File: src/rtl/fnd_rank_scheduler.sv
// Rotates the FND display through the non-zero ranking registers and shows the
// live value for a while whenever it changes.
module fnd_rank_scheduler #(
  parameter int unsigned TICK_DIV  = 100_000_000,
  parameter int unsigned RANK_HOLD = 3,
  parameter int unsigned LIVE_HOLD = 5
) (
  input  logic       clk,
  input  logic       reset,
  input  logic       en,
  input  logic [7:0] slv_reg0,
  input  logic [7:0] slv_reg1,
  input  logic [7:0] slv_reg2,
  input  logic [7:0] slv_reg3,
  output logic [7:0] disp_data,
  output logic [1:0] disp_sel,
  output logic       tick
);

  localparam int unsigned PW = (TICK_DIV > 2) ? $clog2(TICK_DIV) : 1;
  localparam int unsigned HW = 4;
  localparam logic [PW-1:0] PRESC_MAX = PW'(TICK_DIV - 1);
  localparam logic [HW-1:0] RANK_LAST = HW'(RANK_HOLD - 1);
  localparam logic [HW-1:0] LIVE_LAST = HW'(LIVE_HOLD - 1);

  typedef enum logic [2:0] {IDLE, RANK1, RANK2, RANK3, LIVE} state_e;

  state_e        state_q, state_d;
  logic [PW-1:0] presc_q, presc_d;
  logic          tick_q, tick_d;
  logic [HW-1:0] hold_q, hold_d;
  logic [1:0]    ret_q, ret_d;
  logic [7:0]    shadow_q, shadow_d;
  logic          valid_q, valid_d;
  logic [7:0]    disp_data_q, disp_data_d;
  logic [1:0]    disp_sel_q, disp_sel_d;

  logic [3:0]    nz;
  logic          live_chg;
  logic [1:0]    cur_idx;
  logic          rank_exp;
  logic          live_exp;

  // Next non-zero rank after n in cyclic order, n itself last; 0 when none.
  function automatic logic [1:0] next_rank(input logic [1:0] n, input logic [3:0] z);
    logic [1:0] r;
    r = 2'd0;
    case (n)
      2'd1:    r = z[2] ? 2'd2 : z[3] ? 2'd3 : z[1] ? 2'd1 : 2'd0;
      2'd2:    r = z[3] ? 2'd3 : z[1] ? 2'd1 : z[2] ? 2'd2 : 2'd0;
      2'd3:    r = z[1] ? 2'd1 : z[2] ? 2'd2 : z[3] ? 2'd3 : 2'd0;
      default: r = z[1] ? 2'd1 : z[2] ? 2'd2 : z[3] ? 2'd3 : 2'd0;
    endcase
    return r;
  endfunction

  function automatic state_e idx_to_state(input logic [1:0] i);
    state_e s;
    case (i)
      2'd1:    s = RANK1;
      2'd2:    s = RANK2;
      2'd3:    s = RANK3;
      default: s = IDLE;
    endcase
    return s;
  endfunction

  // Prescaler, tick pulse and live-value shadow.
  always_comb begin
    presc_d  = (presc_q == PRESC_MAX) ? '0 : presc_q + PW'(1);
    tick_d   = (presc_d == PRESC_MAX);
    shadow_d = slv_reg0;
    valid_d  = 1'b1;
  end

  assign nz       = {slv_reg3 != 8'h00, slv_reg2 != 8'h00, slv_reg1 != 8'h00, 1'b0};
  // The first edge after reset only seeds the shadow.
  assign live_chg = valid_q && (slv_reg0 != shadow_q);
  assign rank_exp = tick_q && (hold_q >= RANK_LAST);
  assign live_exp = tick_q && (hold_q >= LIVE_LAST);

  always_comb begin
    case (state_q)
      RANK1:   cur_idx = 2'd1;
      RANK2:   cur_idx = 2'd2;
      RANK3:   cur_idx = 2'd3;
      default: cur_idx = 2'd0;
    endcase
  end

  // Next-state, hold counter and return-rank logic.
  always_comb begin
    state_d = state_q;
    hold_d  = hold_q;
    ret_d   = ret_q;
    if (!en) begin
      state_d = IDLE;
      hold_d  = '0;
    end else begin
      case (state_q)
        IDLE: begin
          hold_d  = '0;
          state_d = idx_to_state(next_rank(2'd0, nz));
        end
        RANK1, RANK2, RANK3: begin
          if (nz == 4'd0) begin
            state_d = IDLE;
            hold_d  = '0;
          end else if (live_chg) begin
            state_d = LIVE;
            hold_d  = '0;
            ret_d   = rank_exp ? next_rank(cur_idx, nz) : cur_idx;
          end else if (rank_exp) begin
            state_d = idx_to_state(next_rank(cur_idx, nz));
            hold_d  = '0;
          end else if (tick_q) begin
            hold_d = hold_q + HW'(1);
          end
        end
        LIVE: begin
          if (live_chg) begin
            hold_d = '0;
          end else if (live_exp) begin
            state_d = idx_to_state(nz[ret_q] ? ret_q : next_rank(ret_q, nz));
            hold_d  = '0;
          end else if (tick_q) begin
            hold_d = hold_q + HW'(1);
          end
        end
        default: begin
          state_d = IDLE;
          hold_d  = '0;
        end
      endcase
    end
  end

  // Display outputs follow the next state so they change on the same edge.
  always_comb begin
    case (state_d)
      RANK1:   disp_sel_d = 2'd1;
      RANK2:   disp_sel_d = 2'd2;
      RANK3:   disp_sel_d = 2'd3;
      default: disp_sel_d = 2'd0;
    endcase
    case (disp_sel_d)
      2'd1:    disp_data_d = slv_reg1;
      2'd2:    disp_data_d = slv_reg2;
      2'd3:    disp_data_d = slv_reg3;
      default: disp_data_d = slv_reg0;
    endcase
  end

  always_ff @(posedge clk or negedge reset) begin
    if (!reset) begin
      state_q     <= IDLE;
      presc_q     <= '0;
      tick_q      <= 1'b0;
      hold_q      <= '0;
      ret_q       <= 2'd1;
      shadow_q    <= 8'h00;
      valid_q     <= 1'b0;
      disp_data_q <= 8'h00;
      disp_sel_q  <= 2'd0;
    end else begin
      state_q     <= state_d;
      presc_q     <= presc_d;
      tick_q      <= tick_d;
      hold_q      <= hold_d;
      ret_q       <= ret_d;
      shadow_q    <= shadow_d;
      valid_q     <= valid_d;
      disp_data_q <= disp_data_d;
      disp_sel_q  <= disp_sel_d;
    end
  end

  assign disp_data = disp_data_q;
  assign disp_sel  = disp_sel_q;
  assign tick      = tick_q;

endmodule

File: config.mk
export PLATFORM = sky130hd
export DESIGN_NAME = fnd_rank_scheduler
export DESIGN_NICKNAME = d
export VERILOG_FILES = /design/src/rtl/fnd_rank_scheduler.sv
export SDC_FILE = /design/constraint.sdc
export NUM_CORES = 1
export LEC_CHECK = 0
export ABC_AREA = 1
export ABC_CLOCK_PERIOD_IN_PS = 2400
export CORE_ASPECT_RATIO = 1.1
export CORE_MARGIN = 2
export CORE_UTILIZATION = 40
export CTS_BUF_LIST = sky130_fd_sc_hd__clkbuf_8
export DETAILED_ROUTE_END_ITERATION = 16
export HOLD_SLACK_MARGIN = 0.06
export PLACE_DENSITY_LB_ADDON = 0.15
export RECOVER_POWER = 100
export SLEW_MARGIN = 25
export SYNTH_ARGS = -nofsm -noshare
export SYNTH_HDL_FRONTEND = slang
export SYNTH_SLANG_ARGS = --single-unit
File: constraint.sdc
create_clock -name clk -period 2.4 [get_ports clk]
set_clock_uncertainty 0.15 [all_clocks]
set_input_delay 0.6 -clock clk [delete_from_list [all_inputs] [get_ports clk]]
set_output_delay 0.6 -clock clk [all_outputs]
set_load 0.02 [all_outputs]
==> out/qor.csv <==
metric,value,unit
status,completed,
RR Startpoint,state_q[2],
Max Transition Viols Final,0,
die width,94.77,um
Wirelength per Cell,14.24,um
Routability Congestion,0.9244,
vias in the first global route,3639,
Root Driver,clkbuf_8,
Tcrit/Tclk final,0.9686,
post-layout util,0.5727,
"Setup violations, final",0,
Core Rows,36,
Critical Path Fanout Max,8,
slew margin rel.,0.5091,
clock slew at the register clock pins of the worst setup and hold paths,0.11,ns
crit start category,input pin,
Setup CP Type,in2reg,
Leakage Power,2.451,nW
share of layout cells above drive strength 1,0.2326,
DIE AREA,0.009840,mm2
DR vias/cell,5.038,
Initial Util,0.4106,
Hold Crit Depth,1,
Synth area leader,dfrtp_1,
Hold Path Origin,presc_q[20],
Post-route DRC,0,
Mapped Nets,536,
max cap viols,0,
post-synthesis register bit count,56,
capture point of the worst reg-to-reg path,disp_data[4],
Top Usage Layer GRT,met2,
GR Util met2,0.3668,
synthesized area per cell,7.338,um2
area growth from synthesis to layout,39.49,%
YS warnings,0,
crit end category,flip-flop,
CTS tree,yes,
Synth top area share,0.3797,
number of DRC markers in iteration 0,194,
met3 global-route usage,0.03055,
critical path required time,2.44,ns
grt met1 use,0.2643,
post-synthesis sequential area ratio,0.3870,
HP Class,reg2reg,
top post-synthesis cells by area,"dfrtp_1 38%, nand2_1 11%, inv_1 8.3%, nand4_1 7.2%, nor2_1 6.6%",
largest net degree at the start of global routing,46,
GRT Total Usage,0.2119,
CP arrival,2.37,ns
I/O Buffers,45,
Hold WS,0.3888,ns
Core Area,0.008828,mm2
worst skew pair latency,0.32,ns
routed wire length,10200,um
via count,3607,
initial antenna violation count,0,
Final Hold Viols,0,
R2R setup slack,0.13,ns
crit-path most repeated cell,nand4_1,
"Slowest-stage cell, CP",dlygate4sd2_1,
clock tree sinks,56,
CTS buffer count,5,
hold endpoint,presc_q[20],
Peak Freq,0.4302,GHz
ant diodes,0,
Slew @ Worst Pin,0.7363,ns
Max VDD drop,0.0002614,V
PwrDens,401.1,mW/mm2
grt ovf,0,
Syn Inst Count,494,
synthesized area,0.003625,mm2
nets,643,
# H-tree levels,2,
crit-path max cell delay,0.25,ns
Netlist cell types,42,
post-detailed-route count of antenna-violating nets,0,
Fill cells,867,
Clock Path Buffers,2,
DP HPWL,7700,um
num ports,46,
min Tclk post-route,2.325,ns
drt pass-1 iters,5,
CP Cell Sequence,dlygate4sd2_1 -> nor2_1 -> nand2_1 -> nor2_4 -> buf_6 -> inv_2 -> nand3_1 -> nand4_1 -> nand2_2 -> nand3_4 -> buf_8 -> nand4_1 -> nand4_1,
Die Ht,103.8,um
cells on worst reg2reg path,14,
first-pass GRT wire length,16680,um
worst max path at each step:
stage           startpoint      endpoint  slack, ns  depth (start not counted)
2_1_floorplan  slv_reg2[7]  disp_data[0]       0.29                         15
3_3_place_gp   slv_reg2[2]  disp_data[4]      -0.44                         15
3_5_place_dp   slv_reg2[7]  disp_data[4]      -0.47                         15
4_1_cts        slv_reg2[7]  disp_data[3]     0.0005                         14
5_1_grt         presc_q[1]          tick      -0.04                         12
6_report       slv_reg1[3]  disp_data[4]       0.08                         13
cell usage in the layout, fill, tap and decap left out, types with 5 or more instances in the layout:
cell type        instances
ha_1                     5
nor3_1                  13
clkdlybuf4s15_1          5
nor2_4                   7
nor2_1                  54
nand2_1                 90
dfrtp_1                 53
nor2_2                  12
clkbuf_1                 7
nand3_2                 13
nand3_1                 30
nand4_1                 42
xnor2_1                  9
nand2_2                 15
o21ai_0                  8
buf_4                   45
xor2_1                   9
inv_1                   79
dlymetal6s2s_1          16
dlygate4sd2_1            9
clkbuf_8                 5
clkdlybuf4s50_1         12
metal layers:
metal / wire, um / share of wire
met1: 4351 / 0.43
met5: 0 / 0
met2: 5160 / 0.51
met3: 340 / 0.033
met4: 341 / 0.033
cell type report:
class	count	area [um2]	area share
multi-input combinational	350	2118	0.4190
sequential	56	1405	0.2779
timing repair buffer	105	979.7	0.1938
inverter	83	314.1	0.06211
tap	114	142.6	0.02821
clock buffer	5	68.82	0.01361
clock inverter	3	27.53	0.005444
cells by family after synthesis:
family,count (synthesis),share of synthesized area
buffers and inverters,90,0.09837
flip-flops,56,0.3870
AND/OR/NAND/NOR,297,0.4028
AO/OA/AOI/OAI,25,0.04315
XOR/XNOR,18,0.04350
other,1,0.001035
adder cells (fa/ha/maj),7,0.02416
sequential cells by signal, summed over array words and instances, names as in the netlist:
name       count
disp_data      8
disp_sel       2
hold_q         4
presc_q       27
ret_q          2
shadow_q       8
state_q        3
tick           1
valid_q        1
what timing repair did:
action	4_1_cts	5_1_grt
gates cloned	2	1
pin swaps	29	43
hold buffers	1	0
setup endpoints to repair	10	12
buffers inserted	3	14
endpoints found under the hold margin	11	0
resized for setup	43	58
synthesized netlist by cell type (all sizes together):
library cell  count
nor4              3
nand3b            3
nor2             73
and3              1
o32ai             1
conb              1
o22ai             1
dfstp             1
xor2              9
buf               6
a211oi            1
xnor2             9
o21ai            13
a21o              1
and2              1
nand4            42
nand3            46
clkbuf            1
inv              83
ha                7
or2               2
nand2           109
dfrtp            55
o211ai            1
nor3             17
a21oi             6
a31oi             1
per-stage QoR:
step	setup TNS, ns	cells	setup WS (ns)	cell area [um2]	power (W)
after floorplan	0	494	0.2865	3625	0.001196
after global placement	-4.773	687	-0.4411	4488	0.001405
after detailed placement	-5.061	687	-0.4694	4488	0.001406
after CTS	0	701	0.0005069	4757	0.002007
after global routing	-0.04623	716	-0.03635	5056	0.002125
final	0	716	0.07533	5056	0.002028
critical path: cells and delay by family:
family	cells	cell delay (ns)
and+or+nand+nor	9	1.16
buffers and inverters	4	0.61
report_power, final:
| part | switching, W | internal [W] | leakage, nW |
|---|---|---|---|
| Combinational | 0.000238 | 0.000215 | 1.68 |
| Clock | 0.000352 | 0.000216 | 0.0463 |
| Sequential | 0.0000249 | 0.000983 | 0.721 |
No activity file was read; power rests on OpenSTA's default activity.
